[src/rtl/uart_tx_fifo.sv]
// uart_tx_fifo: byte FIFO feeding a UART serializer (start, 8 data LSB first, optional parity, stop).
// Frames from queued bytes go out back-to-back; TX, tx_busy and tx_done are registered.
module uart_tx_fifo #(
  parameter int BAUD_DIV   = 2604,
  parameter int FIFO_DEPTH = 4,
  parameter int PARITY     = 0
) (
  input  logic       clk,
  input  logic       rst,
  input  logic       trmt,
  input  logic [7:0] tx_data,
  output logic       TX,
  output logic       tx_busy,
  output logic       tx_done,
  output logic       tx_full,
  output logic       tx_empty,
  output logic       tx_drop
);
  localparam int PW = $clog2(FIFO_DEPTH);
  localparam int CW = PW + 1;
  localparam logic [12:0]   BAUD_LAST = 13'(BAUD_DIV - 1);
  localparam logic [3:0]    BIT_LAST  = (PARITY == 0) ? 4'd9 : 4'd10;
  localparam logic [CW-1:0] DEPTH_C   = CW'(FIFO_DEPTH);

  typedef enum logic {IDLE = 1'b0, XMIT = 1'b1} state_t;

  state_t        state_q, state_d;
  logic [10:0]   shift_q, shift_d;
  logic [12:0]   baud_cnt_q, baud_cnt_d;
  logic [3:0]    bit_cnt_q, bit_cnt_d;
  logic          tx_q, tx_d;
  logic          busy_q, busy_d;
  logic          done_q, done_d;

  logic [7:0]    mem_q [FIFO_DEPTH];
  logic [PW-1:0] wr_ptr_q, wr_ptr_d;
  logic [PW-1:0] rd_ptr_q, rd_ptr_d;
  logic [CW-1:0] count_q, count_d;
  logic          full_q, full_d;
  logic          empty_q, empty_d;
  logic          drop_q, drop_d;

  logic          pop;
  logic          push_ok;
  logic          bit_adv;
  logic [7:0]    head;
  logic [10:0]   frame_load;

  // Build the frame for the FIFO head; with no parity the unused top bit is an extra 1.
  always_comb begin
    head = mem_q[rd_ptr_q];
    if (PARITY == 0)      frame_load = {2'b11, head, 1'b0};
    else if (PARITY == 1) frame_load = {1'b1, ^head, head, 1'b0};
    else                  frame_load = {1'b1, ~^head, head, 1'b0};
  end

  // Serializer next-state: bit timing, shifting, pop/reload at frame boundaries.
  always_comb begin
    state_d    = state_q;
    shift_d    = shift_q;
    baud_cnt_d = baud_cnt_q;
    bit_cnt_d  = bit_cnt_q;
    pop        = 1'b0;
    bit_adv    = (baud_cnt_q == BAUD_LAST);
    done_d     = 1'b0;
    busy_d     = (state_q == XMIT);
    tx_d       = (state_q == XMIT) ? shift_q[0] : 1'b1;
    case (state_q)
      IDLE: begin
        if (!empty_q) begin
          pop        = 1'b1;
          shift_d    = frame_load;
          baud_cnt_d = '0;
          bit_cnt_d  = '0;
          state_d    = XMIT;
        end
      end
      XMIT: begin
        if (bit_adv) begin
          baud_cnt_d = '0;
          if (bit_cnt_q == BIT_LAST) begin
            done_d = 1'b1;
            if (!empty_q) begin
              pop       = 1'b1;
              shift_d   = frame_load;
              bit_cnt_d = '0;
            end else begin
              state_d = IDLE;
            end
          end else begin
            shift_d   = {1'b1, shift_q[10:1]};
            bit_cnt_d = bit_cnt_q + 4'd1;
          end
        end else begin
          baud_cnt_d = baud_cnt_q + 13'd1;
        end
      end
      default: state_d = IDLE;
    endcase
  end

  // Serializer state and registered line outputs.
  always_ff @(posedge clk) begin
    if (rst) begin
      state_q    <= IDLE;
      shift_q    <= '1;
      baud_cnt_q <= '0;
      bit_cnt_q  <= '0;
      tx_q       <= 1'b1;
      busy_q     <= 1'b0;
      done_q     <= 1'b0;
    end else begin
      state_q    <= state_d;
      shift_q    <= shift_d;
      baud_cnt_q <= baud_cnt_d;
      bit_cnt_q  <= bit_cnt_d;
      tx_q       <= tx_d;
      busy_q     <= busy_d;
      done_q     <= done_d;
    end
  end

  // FIFO bookkeeping; a push into a full FIFO is only allowed when a pop frees a slot the same cycle.
  always_comb begin
    push_ok  = trmt && (!full_q || pop);
    drop_d   = trmt && full_q && !pop;
    wr_ptr_d = push_ok ? wr_ptr_q + 1'b1 : wr_ptr_q;
    rd_ptr_d = pop ? rd_ptr_q + 1'b1 : rd_ptr_q;
    count_d  = count_q;
    if (push_ok && !pop)      count_d = count_q + 1'b1;
    else if (!push_ok && pop) count_d = count_q - 1'b1;
    full_d   = (count_d == DEPTH_C);
    empty_d  = (count_d == '0);
  end

  // FIFO pointers, count and flags.
  always_ff @(posedge clk) begin
    if (rst) begin
      wr_ptr_q <= '0;
      rd_ptr_q <= '0;
      count_q  <= '0;
      full_q   <= 1'b0;
      empty_q  <= 1'b1;
      drop_q   <= 1'b0;
    end else begin
      wr_ptr_q <= wr_ptr_d;
      rd_ptr_q <= rd_ptr_d;
      count_q  <= count_d;
      full_q   <= full_d;
      empty_q  <= empty_d;
      drop_q   <= drop_d;
    end
  end

  // FIFO storage; the head is read before a same-edge write can reuse its slot.
  always_ff @(posedge clk) begin
    if (push_ok) mem_q[wr_ptr_q] <= tx_data;
  end

  assign TX       = tx_q;
  assign tx_busy  = busy_q;
  assign tx_done  = done_q;
  assign tx_full  = full_q;
  assign tx_empty = empty_q;
  assign tx_drop  = drop_q;

endmodule
[config.mk]
export PLATFORM = sky130hd
export DESIGN_NAME = uart_tx_fifo
export DESIGN_NICKNAME = d
export VERILOG_FILES = /design/src/rtl/uart_tx_fifo.sv
export SDC_FILE = /design/constraint.sdc
export NUM_CORES = 1
export LEC_CHECK = 0
export ABC_AREA = 1
export CAP_MARGIN = 30
export CORE_ASPECT_RATIO = 1.4
export CORE_UTILIZATION = 45
export DETAILED_ROUTE_END_ITERATION = 12
export PLACE_DENSITY = 0.65
export SYNTH_ARGS = -nofsm -noshare
export SYNTH_HDL_FRONTEND = slang
export SYNTH_SLANG_ARGS = --single-unit
[constraint.sdc]
create_clock -name clk -period 2.17 [get_ports clk]
set_input_delay 0.651 -clock clk [delete_from_list [all_inputs] [get_ports clk]]
set_output_delay 0.651 -clock clk [all_outputs]
set_load 0.005 [all_outputs]
==> results of run 1 <==
## flip-flops by register name, indices dropped and copies added, names as in the netlist, 2 cells and up, named ones only
| signal | flops |
|---|---|
| baud_cnt_q | 13 |
| count_q | 3 |
| mem_q | 32 |
| shift_q | 11 |
| bit_cnt_q | 4 |
| rd_ptr_q | 2 |
| wr_ptr_q | 2 |
## area by class of cell
class                   instances  area, um^2  area share [%]
repair buffers                 27         243            6.42
multi-input cells             217        1230            32.5
well taps                      95         119            3.14
inverters                      44         165            4.37
clock inverters                 6        56.3            1.49
clock buffers                  10         128            3.37
flip-flops and latches         76        1840            48.7
## metal layers
layer	part of all wire (%)	up-vias	GRT usage (%)	wire (um)
li1	-	1246	-	-
met1	39	1160	20.0	2610
met2	56	43	36.1	3680
met3	2.2	14	3.81	146
met4	2.7	0	12.6	182
met5	0	-	0	0
## where the power goes
| part | leakage (uW) | internal [uW] | switching (uW) |
|---|---|---|---|
| Sequential | 0.000654 | 1620 | 87.5 |
| Combinational | 0.000664 | 247 | 386 |
| Clock | 0.0000935 | 522 | 493 |
## synthesized netlist by cell type, types with 6 or more instances
master	n	area share (%)
dfxtp_1	44	27
o22ai_1	10	1.9
nand3_1	13	2.0
o21ai_0	33	5.1
a21oi_1	20	3.1
inv_2	8	0.92
nand4_1	8	1.5
a22oi_1	6	1.4
ha_1	9	3.4
inv_1	36	4.1
nor2_1	36	4.1
edfxtp_1	32	29
nand2_1	42	4.8
## kinds of logic (layout without fill, tap and decap cells)
kind of cell	count (synthesis)	in the layout	share of synthesized area [%]
flops	76	76	56.4
simple gates	117	117	17.0
compound gates	87	87	16.0
buf+inv	52	87	6.09
fa+ha+maj	9	9	3.45
xor+xnor	4	4	1.07
## through the flow
| step | power (uW) | util [%] |
|---|---|---|
| 6_report | 3350 | 54.2 |
| 5_1_grt | 3530 | 54.2 |
| 4_1_cts | 3380 | 54.1 |
| 3_5_place_dp | 2370 | 51.5 |
| 3_3_place_gp | 2360 | 51.5 |
| 2_1_floorplan | 2150 | - |
## critical path, stage by stage, from the launching register on
cell     delay, ns
dfxtp_1       0.38
ha_2          0.23
nand2_2       0.07
nor2_4        0.14
nand3_2       0.11
nand2_4       0.14
nand2_4       0.09
nand2_1       0.10
nand2_2       0.13
nor2_1        0.13
buf_4         0.17
## path summary, 6_finish.rpt
check                startpoint     endpoint  slack, ns  cells past startpoint
hold reg to reg      shift_q[0]           TX       0.44                      2
setup / recovery  baud_cnt_q[0]  mem_q[2][2]       0.18                     10
setup reg to reg  baud_cnt_q[0]  mem_q[2][2]       0.18                     10
hold / removal       shift_q[0]           TX       0.44                      2
## repair_timing
action / 4_1_cts / 5_1_grt
resized for setup: 0 / 1
hold endpoints to repair: 0 / 0
setup endpoints to repair: 0 / 16
==> run metrics, run 1 <==
outcome finished, final reports clean; Final HPWL DP 4.95 mm; worst hold slack 0.437 ns; Syn Area/Cell 9.47 um^2; yosys warns 0; Diodes inserted 0; wire per inst 13.9 um; Starting Density 46.8%; WP data required 2.22 ns; Port Buffers 16; gr usage total 19.7%; clk_skew 0.00512 ns; Worst Path Max Fanout 8; Yosys cell types 37; final hold vios 0; design area 0.00378 mm^2; Max-cap violations 0; VDD IR-drop max 0.513 mV; hold buffers post-CTS 0; I/O pins 17; pwr dens 886 mW/mm^2; ratio of cells with drive above 1 in the final layout 13.2%; Cells after Synth 345; sequential area share after synthesis 56.4%; post-layout minimum cycle time 1.99 ns; first-pass iteration count of the detailed router 5; Final Cycle Share 91.7%; critical path endpoint category register; fillcell total 640; Fmax achieved 502 MHz; Yosys reg bits 76; worst skew pair latency 0.34 ns; clock slew at reported path FFs 0.07 ns; CP arrival 2.04 ns; largest net degree at the start of global routing 18; first-pass GRT wire length 10.8 mm; Rel. slew slack 71.4%; number of remaining DRC errors 0; crit path launch type register; Layout Nets 395; CTS max path bufs 2; H-tree depth 3; CTS tree built; Finished Layout Cells 475; Die Y 103 um; Mapped Area 0.00327 mm^2; Die ar. 0.00761 mm^2; setup slack at placement 0.121 ns; root buffer cell clkbuf_8; # placed instances 459; Synth Flop Type dfxtp_1; total CTS buffers 9; Post-CTS Setup Bufs 0; DRT iter0 DRCs 111; setup tns final 0 ns; most frequent cells in the layout dfxtp_1 (44), nand2_1 (42), inv_1 (36), nor2_1 (36), o21ai_0 (33); fin worst setup slack 0.180 ns; core footprint 0.00698 mm^2; Placed Instance Area 0.00360 mm^2; Syn Nets 365; site row count 36; Routed Wire Length 6.62 mm; via count 2463; fraction of registers with async set/reset 0%; Worst-Margin Slew 0.429 ns; Setup CP Type register to register; gr ovfl total 0; Post-synth EDFFs 32; most common cell after layout, fill and taps aside dfxtp_1; Final Wtd Congestion 0.869; Worst Hold Class register to register; Final Max Slew Viols 0; Syn-to-layout area delta 15.7%; routed vias/inst 5.19; antenna viol nets, final 0; Leak 0.00141 uW; chip width 74.0 um; number of global-route vias before repair 2355; initial antenna violation count 0; # clock sinks 76; Final setup viols 0
Note: power is estimated with default switching activity, not from simulation.
==> inputs of run 2 (changes only) <==
Settings changed: CORE_MARGIN set to 2.
==> run 2 against run 1 <==
Effect of this change:
- register-to-register slack gained 0.04 ns
- sequential cell count is the same
- largest cell class unchanged
- final cell count is the same
- non-clock buffer count is the same
- die area grew 4.7%
- maximum frequency shrank 4.2%
- clock-buffer cell count is the same
==> run metrics, run 2 (same netlist as run 1, synthesis figures left out) <==
outcome finished, final reports clean; clock slew at reported path FFs 0.08 ns; worst hold slack 0.446 ns; routed vias/inst 5.20; Worst-Margin Slew 0.451 ns; Worst Path Max Fanout 5; Die ar. 0.00797 mm^2; wire per inst 14.5 um; Starting Density 46.8%; fillcell total 647; first-pass iteration count of the detailed router 4; Diodes inserted 0; site row count 36; number of remaining DRC errors 0; Leak 0.00141 uW; initial antenna violation count 0; Setup CP Type register to primary output; total CTS buffers 9; antenna viol nets, final 0; max FFs per register 32; # clock sinks 76; I/O pins 17; RSZ-0062 raised after global routing false; fin worst setup slack 0.0921 ns; CTS max path bufs 2; Final setup viols 0; VDD IR-drop max 0.569 mV; Critical Path Max Stage Delay 0.57 ns; gr ovfl total 0; Worst Hold Class register to register; top flop regs mem_q (32), baud_cnt_q (13), shift_q (11); via count 2469; first-pass GRT wire length 11.5 mm; Rel. slew slack 69.9%; Final Cycle Share 95.8%; family with the most delay on the worst path buffers and inverters; Buf/Inv on CP 1; Worst path depth 1; FF-to-FF path depth 10; setup slack at placement 0.137 ns; Placed Instance Area 0.00360 mm^2; Routed Wire Length 6.86 mm; CP arrival 1.43 ns; largest net degree at the start of global routing 18; hold depth 2; gr usage total 18.6%; Max-cap violations 0; number of global-route vias before repair 2522; WP data required 1.52 ns; post-layout minimum cycle time 2.08 ns; Final Wtd Congestion 0.812; Die Y 105 um; hold buffers post-CTS 0; setup tns final 0 ns; chip width 76.0 um; Slowest-stage cell, CP clkdlybuf4s50_1; clk_skew 0.0111 ns; Layout Nets 395; H-tree depth 3; design area 0.00378 mm^2; Most flops, register mem_q; FF-to-FF setup slack 0.22 ns; Final HPWL DP 4.97 mm; Syn-to-layout area delta 15.7%; core footprint 0.00698 mm^2; ratio of cells with drive above 1 in the final layout 13.2%; root buffer cell clkbuf_8; Fmax achieved 481 MHz; most common cell after layout, fill and taps aside dfxtp_1; critical path endpoint category primary output; critical-path cell list clkdlybuf4s50_1; most frequent cells in the layout dfxtp_1 (43), nand2_1 (42), inv_1 (36), nor2_1 (36), o21ai_0 (33); Port Buffers 16; crit path launch type register; worst skew pair latency 0.35 ns; Final Max Slew Viols 0; DRT iter0 DRCs 122; pwr dens 889 mW/mm^2; CTS tree built; final hold vios 0
run 2: cell count changes in the layout (fill, tap and decap cells not counted):
cell      change
clkinv_1      +1
clkinv_2      -1
dfxtp_1       -1
dfxtp_2       +1
run 2: worst paths after layout:
| check | from | to |
|---|---|---|
| worst max-delay path | tx_empty | tx_empty |
| worst min-delay path | shift_q[10] | shift_q[10] |
| worst max register to register | baud_cnt_q[1] | mem_q[3][7] |
| worst min register to register | shift_q[10] | shift_q[10] |
run 2: final cells by class:
class,instances,area (um^2),share of cell area [%]
Clock buffer,10,128,3.37
Inverter,44,165,4.37
Clock inverter,6,55.1,1.46
Multi-Input combinational cell,217,1230,32.5
Timing Repair Buffer,27,243,6.42
Sequential cell,76,1840,48.7
Tap cell,95,119,3.14
run 2: where the power goes:
group	switching (uW)	total, uW	internal [uW]
Clock	504	1020	520
Combinational	383	625	242
Sequential	96.6	1710	1620
Total	984	3360	2380
run 2: routing by layer:
metal,wire (um),global-route usage (%),up-vias
met3,200,5.53,13
met2,3740,34.9,41
met4,159,7.53,0
met1,2760,19.3,1164
met5,0,0,-
li1,-,-,1251
run 2: timing repair:
action                                  in CTS  in global routing
endpoints found under the setup margin       0                 16
resized for setup                            0                  2
setup buffers                                0                  0
run 2: stage by stage:
stage          total power, uW  util [%]  cells
6_report                  3360      54.2    475
5_1_grt                   3550      54.2    475
4_1_cts                   3390      54.1    475
3_5_place_dp              2370      51.5    459
3_3_place_gp              2370      51.5    459
2_1_floorplan             2150         -    345
==> inputs of run 3 (changes only) <==
Settings changed: CAP_MARGIN 30 to 20, DONT_BUFFER_PORTS set to 1, PLACE_DENSITY 0.65 to unset.
==> run 3 against run 2 <==
Effect of this change:
- clock-buffer cell count is 1 lower
- first-iteration DRC count grew 0.82%
- hold slack got worse by 0.088 ns
- register-to-register slack got worse by 0.04 ns
- clock power about the same
- sequential cell count unchanged
- final area shrank 5.0%
- sequential power barely moved
- critical path type is now register to register
- maximum frequency is 4.5% higher
- clock skew decreased by 0.0021 ns
- largest power group unchanged
- critical endpoint is now mem_q[3][5]
- critical path depth is 9 higher
- global-route usage shrank 0.61 points
==> run metrics, run 3 (same netlist as run 1, synthesis figures left out) <==
outcome finished, final reports clean; Critical Path End mem_q[3][5]; antenna viol nets, final 0; Rel. slew slack 65.6%; gr ovfl total 0; Placed Instance Area 0.00340 mm^2; wire per inst 14.8 um; post-layout minimum cycle time 1.99 ns; top flop regs mem_q (32), baud_cnt_q (13), shift_q (11); CP arrival 2.05 ns; Fmax achieved 503 MHz; root buffer cell clkbuf_8; Post-CTS Setup Bufs 0; Critical Path Max Stage Delay 0.38 ns; CTS max path bufs 2; FF-to-FF path depth 10; final hold vios 0; WP data required 2.23 ns; clk_skew 0.00901 ns; CP Launch Point baud_cnt_q[0]; Final Max Slew Viols 0; pwr dens 918 mW/mm^2; routed vias/inst 5.13; Routed Wire Length 6.74 mm; total CTS buffers 9; Setup CP Type register to register; site row count 36; Worst Hold Class primary input to register; H-tree depth 3; Final Cycle Share 91.7%; clock slew at reported path FFs 0.08 ns; met2 usage 34.1%; Port Buffers 0; reg2reg start baud_cnt_q[0]; DRT iter0 DRCs 123; most common cell after layout, fill and taps aside dfxtp_1; worst skew pair latency 0.35 ns; met3 usage 4.92%; Leak 0.00132 uW; number of remaining DRC errors 0; setup tns final 0 ns; crit path launch type register; Most flops, register mem_q; number of global-route vias before repair 2263; Worst Path Max Fanout 8; Max-cap violations 0; largest net degree at the start of global routing 24; ratio of cells with drive above 1 in the final layout 13.1%; Total Power Consumption 3300 uW; first-pass GRT wire length 10.9 mm; Diodes inserted 0; Layout Nets 374; Die ar. 0.00797 mm^2; Final Wtd Congestion 0.777; Final setup viols 0; CTS tree built; Crit Reg-Reg Endpoint mem_q[3][5]; chip width 76.0 um; I/O pins 17; via count 2329; FF-to-FF setup slack 0.18 ns; grt met1 use 18.1%; Worst-Margin Slew 0.515 ns; VDD IR-drop max 0.456 mV; critical path endpoint category register; core footprint 0.00698 mm^2; gr usage total 18.0%; Die Y 105 um; first-pass iteration count of the detailed router 4; # clock sinks 76; Syn-to-layout area delta 9.92%; most frequent cells in the layout dfxtp_1 (44), nand2_1 (42), inv_1 (36), nor2_1 (36), o21ai_0 (33); Slowest-stage cell, CP dfxtp_1; Final HPWL DP 5.06 mm; critical-path cell list ha_2 -> nand2_2 -> nor2_4 -> nand3_2 -> nand2_4 -> nand2_4 -> nand2_1 -> nand2_2 -> nor2_1 -> buf_4; hold depth 1; RSZ-0062 raised after global routing false; max FFs per register 32; Starting Density 46.8%; design area 0.00359 mm^2; initial antenna violation count 0; Most Crowded Layer GR met2
## run 3: cell count changes in the layout (fill, tap and decap cells not counted)
cell	delta
buf_4	-5
dfxtp_1	+1
clkinv_1	-2
clkinv_2	+1
dfxtp_2	-1
clkinvlp_4	+2
clkbuf_1	-1
clkdlybuf4s50_1	-16
## run 3: critical path: cells and delay by family, from the launching register on
kind          cells  cell delay (ns)
flops             1             0.38
simple gates      8             0.89
fa+ha+maj         1             0.23
buf+inv           1             0.17
## run 3: worst min path at each step
stage | slack (ns) | end | from
6_report | 0.36 | bit_cnt_q[2] | rst
5_1_grt | 0.34 | bit_cnt_q[2] | rst
3_5_place_dp | 0.42 | TX | shift_q[0]
3_3_place_gp | 0.41 | TX | shift_q[0]
2_1_floorplan | 0.40 | TX | shift_q[0]
4_1_cts | 0.34 | bit_cnt_q[2] | rst
## run 3: power by group
part | switching (uW) | internal [uW]
registers | 94.6 | 1620
clock network | 515 | 524
logic | 352 | 195
## run 3: stage by stage
stage	hold slack [ns]	util, %	instances	worst slack, ns
finish	0.357	51.5	454	0.181
floorplan	0.399	-	345	0.153
global placement	0.414	48.7	438	0.245
global route	0.336	51.5	454	0.0144
detailed placement	0.417	48.7	438	0.173
CTS	0.342	51.4	454	0.156
## run 3: area by class of cell
cell class	count	area, um^2
inverter	44	165
fill	656	3390
tap	95	119
multi-input combinational	217	1230
sequential	76	1840
clock inverter	7	67.6
clock buffer	9	124
timing repair buffer	6	45.0
## run 3: what timing repair did
item | 4_1_cts | 5_1_grt
resized for setup | 0 | 1
setup endpoints to repair | 0 | 18
hold buffers | 0 | 0
endpoints found under the hold margin | 0 | 0
## run 3: metal layers
metal	vias to the layer above	wire length, um
met2	43	3730
met1	1072	2580
met3	12	267
met5	-	0
met4	0	160
li1	1202	-
